<file path="src/rtl/spi_rx_pkg.sv">
// Shared types and constants for the SPI slave command receiver.
// CRC7 helper is used only when SPI_RX_CRC7_CHECK_EN is defined.
package spi_rx_pkg;

    typedef enum logic [2:0] {
        ST_IDLE  = 3'd0,
        ST_TRANS = 3'd1,
        ST_CMD   = 3'd2,
        ST_ARG   = 3'd3,
        ST_CRC   = 3'd4,
        ST_END   = 3'd5,
        ST_TOKEN = 3'd6,
        ST_DATA  = 3'd7
    } state_t;

    localparam int unsigned CMD_W = 6;
    localparam int unsigned ARG_W = 32;
    localparam int unsigned CRC_W = 7;

    localparam logic [CMD_W-1:0] CMD24      = 6'd24;
    localparam logic [7:0]       DATA_TOKEN = 8'hFE;

    // One serial step of CRC7, polynomial x^7 + x^3 + 1
    function automatic logic [CRC_W-1:0] crc7_step(input logic [CRC_W-1:0] crc,
                                                   input logic             din);
        logic fb;
        fb = crc[CRC_W-1] ^ din;
        return {crc[CRC_W-2:0], 1'b0} ^ (fb ? 7'h09 : 7'h00);
    endfunction

endpackage

</file>
<file path="src/rtl/spi_buffer.sv">
// Synchronizes SCK/CS/DI into the clock domain and shifts DI into an
// 8-bit buffer on each synchronized SCK rising edge while CS is low.
module spi_buffer #(
    parameter int SYNC_STAGES = 2
) (
    input  logic       clock,
    input  logic       reset,
    input  logic       sck,
    input  logic       cs,
    input  logic       di,
    output logic [7:0] buffer,
    output logic       changed,
    output logic       cs_sync
);

    logic [SYNC_STAGES-1:0] sck_sr;
    logic [SYNC_STAGES-1:0] cs_sr;
    logic [SYNC_STAGES-1:0] di_sr;
    logic                   sck_prev;
    logic                   sck_s;
    logic                   di_s;

    assign sck_s   = sck_sr[SYNC_STAGES-1];
    assign di_s    = di_sr[SYNC_STAGES-1];
    assign cs_sync = cs_sr[SYNC_STAGES-1];

    always_ff @(posedge clock or posedge reset) begin
        if (reset) begin
            sck_sr   <= '0;
            cs_sr    <= '1;
            di_sr    <= '1;
            sck_prev <= 1'b0;
            buffer   <= '0;
            changed  <= 1'b0;
        end else begin
            sck_sr   <= {sck_sr[SYNC_STAGES-2:0], sck};
            cs_sr    <= {cs_sr[SYNC_STAGES-2:0], cs};
            di_sr    <= {di_sr[SYNC_STAGES-2:0], di};
            sck_prev <= sck_s;
            changed  <= 1'b0;
            if (sck_s && !sck_prev && !cs_sync) begin
                buffer  <= {buffer[6:0], di_s};
                changed <= 1'b1;
            end
        end
    end

endmodule

</file>
<file path="src/rtl/spi_slave_receiver.sv">
// SPI slave command-frame receiver (start, transmission, cmd, arg, crc, end),
// with CMD24 data-token/block skipping. Define SPI_RX_CRC7_CHECK_EN to check CRC7.
module spi_slave_receiver
    import spi_rx_pkg::*;
#(
    parameter int SYNC_STAGES = 2
) (
    input  logic              clock,
    input  logic              reset,
    input  logic              io_SCK,
    input  logic              io_CS,
    input  logic              io_DI,
    input  logic [7:0]        io_DataBlockSize,
    output logic              io_CommandReadFinished,
    output logic              io_ArgumentReadFinished,
    output logic              io_ReadSuccess,
    output logic [CMD_W-1:0]  io_Command,
    output logic [ARG_W-1:0]  io_CommandArgument,
    output logic [2:0]        io____state
);

    logic [7:0]  buffer;
    logic        changed;
    logic        cs_s;
    logic        rx_bit;
    logic        trans_bit;
    logic        frame_ok;
    logic [11:0] cnt;
    logic [11:0] data_last;
    logic [8:0]  block_bytes;
    state_t      state;
`ifdef SPI_RX_CRC7_CHECK_EN
    logic [CRC_W-1:0] crc_rx;
    logic [CRC_W-1:0] crc_calc;
`endif

    spi_buffer #(
        .SYNC_STAGES(SYNC_STAGES)
    ) u_buffer (
        .clock   (clock),
        .reset   (reset),
        .sck     (io_SCK),
        .cs      (io_CS),
        .di      (io_DI),
        .buffer  (buffer),
        .changed (changed),
        .cs_sync (cs_s)
    );

    assign rx_bit      = buffer[0];
    assign io____state = state;
    assign block_bytes = (io_DataBlockSize == 8'd0) ? 9'd256 : {1'b0, io_DataBlockSize};

    always_comb begin
        frame_ok = rx_bit & trans_bit;
`ifdef SPI_RX_CRC7_CHECK_EN
        frame_ok = frame_ok & (crc_rx == crc_calc);
`endif
    end

    always_ff @(posedge clock or posedge reset) begin
        if (reset) begin
            state                   <= ST_IDLE;
            cnt                     <= '0;
            data_last               <= '0;
            trans_bit               <= 1'b0;
            io_Command              <= '0;
            io_CommandArgument      <= '0;
            io_CommandReadFinished  <= 1'b0;
            io_ArgumentReadFinished <= 1'b0;
            io_ReadSuccess          <= 1'b0;
`ifdef SPI_RX_CRC7_CHECK_EN
            crc_rx                  <= '0;
            crc_calc                <= '0;
`endif
        end else if (cs_s) begin
            state <= ST_IDLE;
            cnt   <= '0;
        end else if (changed) begin
            case (state)
                ST_IDLE: begin
                    if (!rx_bit) begin
                        state                   <= ST_TRANS;
                        cnt                     <= '0;
                        io_CommandReadFinished  <= 1'b0;
                        io_ArgumentReadFinished <= 1'b0;
                        io_ReadSuccess          <= 1'b0;
`ifdef SPI_RX_CRC7_CHECK_EN
                        crc_calc                <= crc7_step('0, rx_bit);
`endif
                    end
                end
                ST_TRANS: begin
                    trans_bit <= rx_bit;
                    state     <= ST_CMD;
`ifdef SPI_RX_CRC7_CHECK_EN
                    crc_calc  <= crc7_step(crc_calc, rx_bit);
`endif
                end
                ST_CMD: begin
                    io_Command <= {io_Command[CMD_W-2:0], rx_bit};
`ifdef SPI_RX_CRC7_CHECK_EN
                    crc_calc   <= crc7_step(crc_calc, rx_bit);
`endif
                    if (cnt == 12'(CMD_W - 1)) begin
                        cnt                    <= '0;
                        io_CommandReadFinished <= 1'b1;
                        state                  <= ST_ARG;
                    end else begin
                        cnt <= cnt + 12'd1;
                    end
                end
                ST_ARG: begin
                    io_CommandArgument <= {io_CommandArgument[ARG_W-2:0], rx_bit};
`ifdef SPI_RX_CRC7_CHECK_EN
                    crc_calc           <= crc7_step(crc_calc, rx_bit);
`endif
                    if (cnt == 12'(ARG_W - 1)) begin
                        cnt                     <= '0;
                        io_ArgumentReadFinished <= 1'b1;
                        state                   <= ST_CRC;
                    end else begin
                        cnt <= cnt + 12'd1;
                    end
                end
                ST_CRC: begin
`ifdef SPI_RX_CRC7_CHECK_EN
                    crc_rx <= {crc_rx[CRC_W-2:0], rx_bit};
`endif
                    if (cnt == 12'(CRC_W - 1)) begin
                        cnt   <= '0;
                        state <= ST_END;
                    end else begin
                        cnt <= cnt + 12'd1;
                    end
                end
                ST_END: begin
                    io_ReadSuccess <= frame_ok;
                    state <= (frame_ok && io_Command == CMD24) ? ST_TOKEN : ST_IDLE;
                end
                ST_TOKEN: begin
                    if (buffer == DATA_TOKEN) begin
                        state     <= ST_DATA;
                        cnt       <= '0;
                        // block bytes * 8 + 16 CRC bits, stored as last index
                        data_last <= {block_bytes, 3'b000} + 12'd15;
                    end
                end
                ST_DATA: begin
                    if (cnt == data_last) begin
                        cnt   <= '0;
                        state <= ST_IDLE;
                    end else begin
                        cnt <= cnt + 12'd1;
                    end
                end
                default: state <= ST_IDLE;
            endcase
        end
    end

endmodule

</file>
<file path="config.mk">
export PLATFORM = sky130hd
export DESIGN_NAME = spi_slave_receiver
export DESIGN_NICKNAME = d
export VERILOG_FILES = /design/src/rtl/spi_rx_pkg.sv /design/src/rtl/spi_buffer.sv /design/src/rtl/spi_slave_receiver.sv
export SDC_FILE = /design/constraint.sdc
export NUM_CORES = 1
export LEC_CHECK = 0
export CORE_AREA = 3 3 89 91
export CTS_CLUSTER_DIAMETER = 50
export DETAILED_ROUTE_END_ITERATION = 12
export DIE_AREA = 0 0 92 94
export PLACE_DENSITY_LB_ADDON = 0.08
export SKIP_CTS_REPAIR_TIMING = 1
export SLEW_MARGIN = 10
export SYNTH_ARGS = -nofsm -noshare
export SYNTH_HDL_FRONTEND = slang
export SYNTH_HIERARCHICAL = 1
export SYNTH_SLANG_ARGS = --single-unit
</file>
<file path="constraint.sdc">
create_clock -name clock -period 3.2 [get_ports clock]
set_clock_uncertainty 0.15 [all_clocks]
set_input_delay 0.32 -clock clock [delete_from_list [all_inputs] [get_ports clock]]
set_output_delay 0.32 -clock clock [all_outputs]
set_load 0.02 [all_outputs]
</file>
## After elaboration in Yosys (flattened, before gate mapping)

Cells that the tools add are included.

- Input bits: 13
- Logic and storage cells: 89
- Output and inout port bits: 44
- Register bits: 85

- Add/subtract/negate cells: 2
- Equality and inequality tests: 22
- Muxes and demuxes: 27
- Bitwise operators: 2
- Reductions and logical operators: 21

Operator list:

| operator | count |
|---|---|
| $mux W12 | 8 |
| $pmux W12 S6 | 1 |
| $mux W3 | 9 |
| $eq A12 B3 Y1 const B | 2 |
| $pmux W3 S8 | 1 |
| $ne A3 B2 Y1 const B | 5 |
| $add A12 B1 Y12 const B | 1 |
| $add A12 B4 Y12 const B | 1 |
| $eq A12 B12 Y1 | 1 |
| $eq A12 B5 Y1 const B | 1 |
| $eq A3 B3 Y1 const B | 4 |
| $reduce_and A4 Y1 | 3 |
| $reduce_and A5 Y1 | 2 |
| $mux W9 | 1 |
| $reduce_and A3 Y1 | 3 |
| $eq A8 B8 Y1 const B | 1 |
| $logic_not A8 Y1 | 1 |
| $reduce_bool A2 Y1 | 4 |
| $reduce_and A7 Y1 | 1 |
| $reduce_bool A7 Y1 | 1 |
| $eq A3 B2 Y1 const B | 2 |
| $eq A6 B5 Y1 const B | 1 |
| $ne A2 B2 Y1 const B | 3 |
| $pmux W1 S2 | 3 |
| other kinds (8) | 14 |

## Depth between registers and ports, before layout

- Word-level depth: 6
- Depth in mapped cells: 9
- Mapped depth without buffers: 8

## By module

Netlist, hierarchy kept.

By module, submodules not included:

| module | cells each | area each (um^2) | sequential area each (um^2) | instances |
|---|---|---|---|---|
| spi_slave_receiver | 297 | 3338.2 | 1676.6 | 1 |
| spi_buffer | 27 | 553.0 | 405.4 | 1 |

## Worst setup path after synthesis

Ideal clock, no wire load.

- Path type: register to register
- Start point: register cnt[0]
- End point: register cnt[11]
- Setup time: 0.121 ns
- Period minus slack after synthesis: 2.459 ns
- Path buffers: 1
- Arrival: 2.188 ns
- Stages on the path, launching flop included: 8
- Slack: 0.741 ns
- Required time: 2.929 ns
- Cells stage by stage: dfrtp_1 or4_4 a2111oi_4 a31oi_2 o31ai_4 buf_6 o21ai_1 a22o_1

- Word-level cells in the longest chain between the ends: 5
- Elaborated cells on any way between the ends: 12
- Classes of those cells: 1 x add/sub; 4 x eq/ne; 7 x mux

Ends and longest elaborated chain:

| item | RTL line | source |
|---|---|---|
| start: declaration | spi_slave_receiver.sv:28 | `logic [11:0] cnt;` |
| start signal: assignment | spi_slave_receiver.sv:110 | `cnt <= cnt + 12'd1;` |
| start signal: assignment | spi_slave_receiver.sv:123 | `cnt <= cnt + 12'd1;` |
| start signal: assignment | spi_slave_receiver.sv:134 | `cnt <= cnt + 12'd1;` |
| $add A12 B1 Y12 (tied with other cells) | n/a |  |
| $mux W12, on equally long branches | n/a |  |
| $pmux W12 S6 (*) | spi_slave_receiver.sv:80 | `case (state)` |
| $mux W12 (*) | spi_slave_receiver.sv:79 | `end else if (changed) begin` |
| $mux W12 (*) | spi_slave_receiver.sv:76 | `end else if (cs_s) begin` |

Mark *: on every way between the ends. The rest lies on a longest branch, timed or not. The select of a mux whose other input is x is not followed.
A chain may end at the register's enable or synchronous reset.

## Final worst setup path

- Start point: register cnt[6]
- End point: register cnt[11]

The elaborated chain is that of the path after synthesis.

==> flow_summary_export.csv <==
group,metric,value,unit
drt,ant_nets,0,
power,p_clk_share,33.7,%
global_route,grt_pass1_wl,12900,µm
global_route,grt_max_degree,68,
worst_setup_path,r2r_start,"cnt[6]$_DFFE_PP0P_",
timing,finalCritPeriodShare,83.0,%
finish,drive_gt1_share,21.8,%
clock_network,clockBufferDepth,2,
finish,antenna_cells,0,
power,p_per_area,413,nW/µm²
floorplan,die_width,92,µm
worst_setup_path,endpoint_kind,"register",
run,max_cap_viol_count,0,
power,swShare,23.8,%
drt,drcViolationCount,0,
worst_setup_path,path_max_fanout,10,
worst_setup_path,worstReg2RegEnd,"cnt[11]$_DFFE_PP0P_",
clock_network,cts_buffers,9,
timing,min_period,2.66,ns
worst_setup_path,reg2reg_depth,7,
synth,synthAdderAreaFrac,1.61,%
clock_network,insertion_delay,0.34,ns
floorplan,rows,31,
worst_setup_path,slowest_stage,"or4_4",
drt,via_count,2635,
timing,slew_headroom,40.2,%
finish,nNetsFinal,404,
power,vdd_drop_max,226,µV
floorplan,start_util,53.9,%
synth,synth-xor-area-share,3.60,%
drt,wl_per_cell,15.2,µm
timing,rsz0062_at_grt,"false",
placement,place_congestion,0.813,
floorplan,die-area,8650,µm²
finish,final_util,65.6,%
power,p_switching,0.000466,W
clock_network,cts_sinks,83,
global_route,overflow,0,
synth,synth-seq-cells,83,
power,p_total,0.00196,W
floorplan,fp.dieH,94,µm
synth,synth_ff_type,"dfrtp_1",
placement,dp_hpwl,5270,µm
worst_setup_path,worstSetupPathType,"reg -> reg",
synth,ys_types,51,
worst_setup_path,ff2ff_setup_slack,0.54,ns
worst_setup_path,cp-endpoint,"cnt[11]$_DFFE_PP0P_",
worst_setup_path,required,3.28,ns
synth,synth-compound-area-share,10.5,%
clock_network,clk_pin_slew,0.08,ns
floorplan,core-area,7210,µm²
drt,viasPerCell,5.39,
timing,worst_hold_slack,0.208,ns
finish,final_cell_mix,"79 x dfrtp_1, 56 x clkdlybuf4s50_1, 41 x mux2_2",
synth,synth_top_family_by_area,"multiplexers",
power,combPwrFrac,7.8,%
timing,final-setup-viol-count,0,
status,outcome,"finished, final reports clean",
worst_setup_path,cp_data_arrival_time,2.74,ns
synth,syn_inst,324,
synth,synth-edff-count,0,
worst_setup_path,startpoint,"cnt[6]$_DFFE_PP0P_",
drt,drtIter0Drc,112,
synth,syn_nets,342,
synth,syn_area_per_cell,12.0,µm²
worst_setup_path,crit_path_start_kind,"register",
worst_setup_path,max_stage_delay,0.60,ns
timing,hold_viol,0,
synth,synthSimpleGateAreaFrac,13.0,%
clock_network,cts-htree-levels,3,
worst_setup_path,crit_path_cell_trace,"or4_4, nor3b_1, o21ai_0, o31ai_4, buf_4, o21ai_1, a22o_1",
timing,worst_slew_pin_slew,0.893,ns
power,intPower,0.00149,W
global_route,grt_pass1_vias,2674,
timing,setup_tns,0,ns
synth,ys_seq_area_share,53.5,%
timing,fmax,376,MHz
synth,netlist_area,3890,µm²
global_route,grt_use_total,18.8,%
floorplan,io_pins,57,
timing,report.final.slew_viol_count,0,
synth,postSynth.asyncResetShare,100,%
placement,portBuffers,56,
synth,synthMuxAreaShare,15.0,%
drt,wl,7430,µm
global_route,antenna_found_initial,0,
power,power.leakage,2.08,nW
drt,dr.pass1.iters,4,
finish,area_growth_syn_to_layout,21.7,%
clock_network,cts_tree,"built",
clock_network,clock_tree.root_cell,"clkbuf_8",
power,pwr-share-seq,58.6,%
synth,yosys_warnings,6,
finish,final_common_cell,"dfrtp_1",
min_path,min_path_type,"reg -> reg",
-- cell families (layout without fill, tap and decap cells) --
kind of cell               after synthesis  after routing
AOI/OAI and AO/OA                       57             57
adders and majority gates                5              5
xor gates and xnor gates                16             16
and+or+nand+nor                         89             89
DFF                                     83             83
buffers and inverters                   25             91
muxes                                   49             49
-- worst min path at each step --
| stage | start | to | slack, ns | depth (start not counted) |
|---|---|---|---|---|
| after global placement | u_buffer/sck_sr[0]$_DFF_PP0_ | u_buffer/sck_sr[1]$_DFF_PP0_ | 0.18 | 0 |
| after floorplan | reset | u_buffer/buffer[0]$_DFFE_PP0P_ | 0.08 | 1 |
| after global routing | io_CS | u_buffer/cs_sr[0]$_DFF_PP1_ | 0.21 | 1 |
| after detailed placement | u_buffer/sck_sr[0]$_DFF_PP0_ | u_buffer/sck_sr[1]$_DFF_PP0_ | 0.20 | 0 |
| final | u_buffer/cs_sr[0]$_DFF_PP1_ | u_buffer/cs_sr[1]$_DFF_PP1_ | 0.21 | 0 |
| after CTS | u_buffer/cs_sr[0]$_DFF_PP1_ | u_buffer/cs_sr[1]$_DFF_PP1_ | 0.21 | 0 |
-- through the flow --
step           cells  area [µm²]  setup slack, ns
3_5_place_dp     474        4570            0.580
4_1_cts          489        4740            0.571
3_3_place_gp     474        4570            0.623
6_report         489        4740            0.544
2_1_floorplan    324        3890            0.741
5_1_grt          489        4740            0.340
-- worst max-delay path, delay by kind of cell (launching register included) --
| kind | cells | cell delay, ns |
|---|---|---|
| compound gates | 4 | 0.73 |
| simple gates | 2 | 0.99 |
| buf+inv | 1 | 0.21 |
| flops | 1 | 0.46 |
-- cell type report --
class,count,area (µm²)
inverter,14,52.6
sequential,83,2080
clock inverter,3,25.0
multi-input combinational,216,1700
fill,587,2480
clock buffer,12,145
tap,99,124
timing repair buffer,62,606
-- flip-flops by register name, summed over array words and instances, names as in the netlist --
signal	cells
cnt	12
data_last	10
io_ArgumentReadFinished	1
io_Command	6
io_CommandArgument	32
io_CommandReadFinished	1
io_ReadSuccess	1
io____state	3
trans_bit	1
u_buffer/buffer	8
u_buffer/changed	1
u_buffer/cs_sr	2
u_buffer/di_sr	2
u_buffer/sck_prev	1
u_buffer/sck_sr	2
-- cells in the mapped netlist (all sizes together) (5+ instances only) --
cell type,instances,area [µm²]
nor3,7,46.3
clkbuf,8,30.0
xnor2,5,43.8
nand3,8,40.0
and3,8,50.1
ha,5,62.6
nand2,16,60.1
a22o,5,43.8
inv,14,52.6
a31oi,7,50.1
nor2b,8,50.1
nor2,18,67.6
dfrtp,79,1980
o21ai,11,55.1
a21oi,15,75.1
mux2,49,582
xor2,11,96.3
-- layer usage --
layer | vias up | wire length (µm) | global-route usage, %
met5 | - | 0 | 0
met4 | 0 | 67 | 4.33
met3 | 6 | 427 | 7.13
met2 | 60 | 3440 | 29.0
met1 | 1278 | 3490 | 25.4
li1 | 1291 | - | -
-- power groups by stage --
stage          combinational (W)  sequential (W)  clock (W)
4_1_cts                 0.000155         0.00115   0.000690
2_1_floorplan           0.000115         0.00115          0
3_3_place_gp            0.000152         0.00116          0
6_report                0.000152         0.00115   0.000659
3_5_place_dp            0.000154         0.00117          0
5_1_grt                 0.000168         0.00116   0.000731
No activity file was read; power rests on OpenSTA's default activity.
